<file path="config.mk">
export PLATFORM = sky130hd
export DESIGN_NAME = ecc_encryption
export DESIGN_NICKNAME = d
export VERILOG_FILES = /design/src/rtl/ecc_encryption.sv
export SDC_FILE = /design/constraint.sdc
export NUM_CORES = 1
export LEC_CHECK = 0
export ABC_AREA = 0
export CAP_MARGIN = 20
export CELL_PAD_IN_SITES_DETAIL_PLACEMENT = 0
export CELL_PAD_IN_SITES_GLOBAL_PLACEMENT = 1
export CORE_ASPECT_RATIO = 1.1
export CORE_MARGIN = 10
export CORE_UTILIZATION = 53
export CTS_BUF_LIST = sky130_fd_sc_hd__clkbuf_8 sky130_fd_sc_hd__clkbuf_16
export CTS_CLUSTER_DIAMETER = 120
export DETAILED_ROUTE_END_ITERATION = 8
export DONT_BUFFER_PORTS = 1
export PLACE_DENSITY = 0.93
export SLEW_MARGIN = 20
export SYNTH_ARGS = -nofsm -noshare
export SYNTH_HDL_FRONTEND = slang
export SYNTH_SLANG_ARGS = --single-unit
</file>
<file path="constraint.sdc">
create_clock -name clk -period 16.25 [get_ports clk]
set_clock_uncertainty 0.05 [all_clocks]
set_input_delay 1.625 -clock clk [delete_from_list [all_inputs] [get_ports clk]]
set_output_delay 1.625 -clock clk [all_outputs]
set_load 0.005 [all_outputs]
</file>
<file path="src/rtl/ecc_encryption.sv">
// ecc_encryption: ElGamal-style ECC encryption over GF(2^N) projective points, C1=k*G, C2=M+k*Q.
// Optional ENC_NONCE_LFSR_EN replaces the k port with an internal free-running Galois LFSR nonce.
`default_nettype none

module ecc_encryption #(
  parameter int N   = 3,
  parameter int K_W = 4
) (
  input  logic           clk,
  input  logic           reset,
  input  logic           start,
  input  logic [K_W-1:0] k,
  input  logic [N-1:0]   x_M,
  input  logic [N-1:0]   y_M,
  input  logic [N-1:0]   z_M,
  input  logic [N-1:0]   x_G,
  input  logic [N-1:0]   y_G,
  input  logic [N-1:0]   z_G,
  input  logic [N-1:0]   x_Q,
  input  logic [N-1:0]   y_Q,
  input  logic [N-1:0]   z_Q,
  output logic [N-1:0]   x_C1,
  output logic [N-1:0]   y_C1,
  output logic [N-1:0]   z_C1,
  output logic [N-1:0]   x_C2,
  output logic [N-1:0]   y_C2,
  output logic [N-1:0]   z_C2,
  output logic [K_W-1:0] k_used,
  output logic           busy,
  output logic           Encryption_ready
);

  localparam int IW     = (K_W > 1) ? $clog2(K_W) : 1;
  localparam int POLY_I = (N == 5) ? 5 : (N == 8) ? 27 : 3;
  localparam logic [N-1:0] POLY = POLY_I[N-1:0];

  typedef logic [3*N-1:0] pt_t;
  localparam pt_t PT_INF = {{N{1'b0}}, {{(N-1){1'b0}}, 1'b1}, {N{1'b0}}};

  typedef enum logic [2:0] {IDLE, LOAD, DBL, ADD, FINAL} state_t;

  function automatic logic [N-1:0] gf_mul(input logic [N-1:0] a, input logic [N-1:0] b);
    logic [N-1:0] p;
    logic [N-1:0] aa;
    p  = '0;
    aa = a;
    for (int j = 0; j < N; j++) begin
      if (b[j]) p = p ^ aa;
      aa = aa[N-1] ? ((aa << 1) ^ POLY) : (aa << 1);
    end
    return p;
  endfunction

  // Curve y^2 + xy = x^3 + x^2 + b (a = 1), standard projective coordinates.
  function automatic pt_t pt_add(input pt_t p, input pt_t q);
    logic [N-1:0] x1, y1, z1, x2, y2, z2, u, v, vv, vvv, w, t;
    {x1, y1, z1} = p;
    {x2, y2, z2} = q;
    u   = gf_mul(y1, z2) ^ gf_mul(y2, z1);
    v   = gf_mul(x1, z2) ^ gf_mul(x2, z1);
    vv  = gf_mul(v, v);
    vvv = gf_mul(v, vv);
    w   = gf_mul(z1, z2);
    t   = gf_mul(gf_mul(u, u) ^ gf_mul(u, v) ^ vv, w) ^ vvv;
    return {gf_mul(v, t),
            gf_mul(u, gf_mul(vv, gf_mul(x1, z2)) ^ t) ^ gf_mul(vvv, gf_mul(y1, z2)),
            gf_mul(vvv, w)};
  endfunction

  function automatic pt_t pt_dbl(input pt_t p);
    logic [N-1:0] x1, y1, z1, a, b, c, d, e;
    {x1, y1, z1} = p;
    a = gf_mul(x1, x1);
    b = a ^ gf_mul(y1, z1);
    c = gf_mul(x1, z1);
    d = gf_mul(c, c);
    e = gf_mul(b, b) ^ gf_mul(b, c) ^ d;
    return {gf_mul(c, e), gf_mul(b ^ c, e) ^ gf_mul(gf_mul(a, a), c), gf_mul(c, d)};
  endfunction

  state_t         state, state_next;
  pt_t            m_lat, g_lat, q_lat, acc_a, acc_b, c1, c2;
  logic [K_W-1:0] nonce, nonce_in;
  logic [IW-1:0]  idx;
  logic           inf;

`ifdef ENC_NONCE_LFSR_EN
  localparam int TAPS_I = (K_W == 2) ? 3 : (K_W == 3) ? 6 : (K_W == 4) ? 12 :
                          (K_W == 5) ? 20 : (K_W == 6) ? 48 : (K_W == 7) ? 96 : 184;
  localparam logic [K_W-1:0] TAPS = TAPS_I[K_W-1:0];
  logic [K_W-1:0] lfsr;
  logic           k_unused;

  // Maximal-length taps never reach the all-zero state from seed 1.
  always_ff @(posedge clk) begin
    if (reset) lfsr <= {{(K_W-1){1'b0}}, 1'b1};
    else       lfsr <= (lfsr >> 1) ^ (lfsr[0] ? TAPS : '0);
  end
  assign nonce_in = lfsr;
  assign k_unused = ^k;
`else
  assign nonce_in = k;
`endif

  always_ff @(posedge clk) begin
    if (reset) state <= IDLE;
    else       state <= state_next;
  end

  always_comb begin
    state_next = state;
    case (state)
      IDLE:    if (start) state_next = LOAD;
      LOAD:    state_next = DBL;
      DBL:     state_next = ADD;
      ADD:     state_next = (idx == '0) ? FINAL : DBL;
      FINAL:   state_next = IDLE;
      default: state_next = IDLE;
    endcase
  end

  always_ff @(posedge clk) begin
    if (reset) begin
      m_lat <= '0; g_lat <= '0; q_lat <= '0;
      acc_a <= '0; acc_b <= '0; inf <= 1'b0;
      nonce <= '0; idx <= '0;
      c1 <= '0; c2 <= '0; k_used <= '0;
      busy <= 1'b0; Encryption_ready <= 1'b0;
    end else begin
      Encryption_ready <= 1'b0;
      case (state)
        IDLE: if (start) begin
          m_lat  <= {x_M, y_M, z_M};
          g_lat  <= {x_G, y_G, z_G};
          q_lat  <= {x_Q, y_Q, z_Q};
          nonce  <= nonce_in;
          k_used <= nonce_in;
        end
        LOAD: begin
          acc_a <= PT_INF;
          acc_b <= PT_INF;
          inf   <= 1'b1;
          idx   <= IW'(K_W - 1);
          busy  <= 1'b1;
        end
        DBL: if (!inf) begin
          acc_a <= pt_dbl(acc_a);
          acc_b <= pt_dbl(acc_b);
        end
        ADD: begin
          // Both bit values take this one cycle, keeping the schedule constant-time.
          if (nonce[idx]) begin
            if (inf) begin
              acc_a <= g_lat;
              acc_b <= q_lat;
              inf   <= 1'b0;
            end else begin
              acc_a <= pt_add(acc_a, g_lat);
              acc_b <= pt_add(acc_b, q_lat);
            end
          end
          idx <= idx - 1'b1;
        end
        FINAL: begin
          c1   <= inf ? PT_INF : acc_a;
          c2   <= inf ? m_lat : pt_add(m_lat, acc_b);
          busy <= 1'b0;
          Encryption_ready <= 1'b1;
        end
        default: ;
      endcase
    end
  end

  assign {x_C1, y_C1, z_C1} = c1;
  assign {x_C2, y_C2, z_C2} = c2;

endmodule

`default_nettype wire

</file>
==> out/metrics.cfg <==
[placed_design]
pre_cts_ws_ns=9.38
dpl.hpwl_um=25900
gp_congestion=0.907
numPortBuffers=0

[floorplan]
std_cell_rows=59
dieArea_um2=30300
io-pin-count=58
initial_utilization_pct=53.5
die_w_um=167
die-height_um=181
core_um2=23500

[cts]
clock_path_buffers=2
numCtsBuffers=9
cts_tree=built
cts_root_buffer=clkbuf_16
clk_pin_slew_ns=0.06
cts_resized=0
htreeDepth=3
holdBufCountCts=0
postCtsSetupRepairBufs=0
cts.sinks=75
clk_latency_ns=0.35

[timing]
slew_headroom_pct=26.5
worst_pin_slew_ns=1.10
drv_slew=0
rsz0062_at_grt=no
fin_setup_tns_ns=0
period_minus_slack_ns=6.94
hold_violations=0
fmax_ghz=0.144
setup_viol=0
hold_slack_ns=0.446
layout_worst_path_cycle_share_pct=42.7
worst_slack_ns=9.31

[synthesis]
synth-seq-cells=75
synth-simple-area-share_pct=26.1
synth_nets=1868
synth-edff-count=0
async_flop_share_pct=0
ys.flop_type=dfxtp_1
synth_cells=1806
synthDistinctLibCells=93
synth_area_um2=12600
synthAdderAreaFrac_pct=2.95
synthMuxAreaShare_pct=4.34
yosys_warnings=0
synth-compound-area-share_pct=21.9
yosysSeqAreaShare_pct=11.9
synth_xor_area_share_pct=27.0
syn_area_per_cell_um2=6.96
synth_top_family_by_area=XOR/XNOR gates

[power_and_ir_drop]
p_seq_share_pct=17.9
power.share.clock_pct=16.7
p_total_w=0.00132
leakage_nw=4.46
p_int_w=0.000689
combPwrFrac_pct=65.4
netSwitchingFraction_pct=47.9
ir_drop_mv=0.0538
power_density_nw_per_um2=103
p_switching_w=0.000633

[flow_run]
drv_cap=0

[critical_path]
start_kind=flop
crit_required_ns=16.44
path_class=flop to flop
cp-startpoint=acc_b[8]
endpoint_kind=flop
r2r_start=acc_b[8]
worstPathArrival_ns=7.13
crit_fanout=20

[cells_and_area]
diodes=0
drive_gt1_share_pct=5.98
syn2layout_area_growth_pct=2.39
final_nets=1764

[global_routing]
track_usage_pct=22.2
grt_antenna_before_repair=0
grt_pass1_wl_um=57200
grt_pass1_vias=11134
grt_overflow=0
grt_max_degree=68

[detailed_routing]
num_vias=12145
drtIter0Drc=862
first_pass_iters=5
wl_per_cell_um=17.6
viasPerCell=6.04
ant_nets=0
finalWirelength_um=35500
drc=0

[hold_path]
hold_path.class=flop to flop
min_from=nonce[2]

[outcome]
status=finished, final reports clean

[through the flow]
stage               std cells  cell area, um^2  utilization, %
detailed placement       1996            12500            53.4
CTS                      2012            12900            54.8
floorplan                1806            12600               -
global placement         1996            12500            53.4
finish                   2012            12900            54.8
global route             2012            12900            54.8
[cell usage in the layout (no fill, tap or decap), drive strengths merged, types with 8 or more instances in the layout]
master / n
nor2: 168
a32oi: 14
buf: 21
inv: 40
nor2b: 26
a21oi: 129
nand2b: 26
nand3: 40
nand2: 342
nor3: 31
and2: 16
o211ai: 24
nand4: 10
xnor2: 212
o22ai: 14
nor3b: 9
a21o: 8
clkbuf: 10
ha: 28
xor2: 77
o31ai: 9
dfxtp: 75
or2: 8
xnor3: 26
or3: 8
and3: 19
a31oi: 11
a211oi: 18
a221oi: 16
mux2: 10
a22oi: 13
o21ai: 111
mux2i: 41
[layout make-up]
type                    count  area (um^2)
clock buffers              10          239
clock inverters             6         81.3
fillers                  2306        10600
inverters                  40          150
multi-input cells        1555        10400
flip-flops and latches     75         1500
well taps                 305          382
repair buffers             21          158
[state kept, by name, indices dropped and copies added, names as in the netlist, 2 cells and up]
name and cells:
idx 2, acc_b 9, c1 9, state 3
q_lat 9, c2 9, g_lat 9, m_lat 9
nonce 4, acc_a 9
[logic make-up after synthesis]
| logic type | after synthesis |
|---|---|
| multiplexers | 52 |
| buffers and inverters | 176 |
| adder cells (fa/ha/maj) | 30 |
| XOR/XNOR | 320 |
| AO/OA/AOI/OAI | 425 |
| AND/OR/NAND/NOR | 728 |
| flip-flops | 75 |
[final timing paths]
kind / endpoint / slack, ns / depth (start not counted)
worst min-delay path: nonce[2] / 0.45 / 2
worst max-delay path: acc_b[5] / 9.31 / 19
worst min register to register: nonce[2] / 0.45 / 2
worst max register to register: acc_b[5] / 9.31 / 19
[cell usage after synthesis (21+ instances only)]
cell type / n / area share [%]
a21oi_1: 128 / 5.1
nor3_1: 31 / 1.2
o21ai_0: 100 / 4.0
xnor2_1: 204 / 14
nor2_1: 165 / 4.9
ha_1: 28 / 2.8
nand3_1: 40 / 1.6
inv_1: 31 / 0.93
o211ai_1: 22 / 1.3
nor2b_1: 26 / 1.3
nand2_1: 342 / 10
xnor3_1: 21 / 3.8
buf_2: 31 / 1.2
mux2i_1: 41 / 3.3
nand2b_1: 26 / 1.3
xor2_1: 69 / 4.8
dfxtp_1: 75 / 12
clkbuf_1: 92 / 2.7
[routing by layer]
layer  track usage [%]  routed length (um)
met5                 0                   0
met4              9.17                1220
met3              2.33                1480
met2              39.1               17600
met1              26.9               15200
[power by group through the flow]
stage	Clock, W	Combinational (W)	Sequential (W)
CTS	0.000224	0.000856	0.000236
floorplan	0	0.000728	0.000208
detailed placement	0	0.000851	0.000240
finish	0.000221	0.000865	0.000237
global route	0.000231	0.000947	0.000240
global placement	0	0.000837	0.000239
[critical path, cell delays in order, from the launching register on]
cell	delay, ns
dfxtp_1	0.76
ha_1	0.47
nand2_1	0.12
xor2_1	0.20
xnor2_1	0.73
xnor3_1	0.58
clkinv_1	0.40
ha_1	0.31
nor2_1	0.40
xnor2_1	0.16
xnor2_1	0.23
xnor3_1	0.43
and3b_1	0.21
a311o_1	0.36
and2_1	0.17
xnor3_1	0.40
nor2_1	0.13
xnor3_1	0.41
nor3b_1	0.23
nor3_1	0.08
Note: power is estimated with default switching activity, not from simulation.
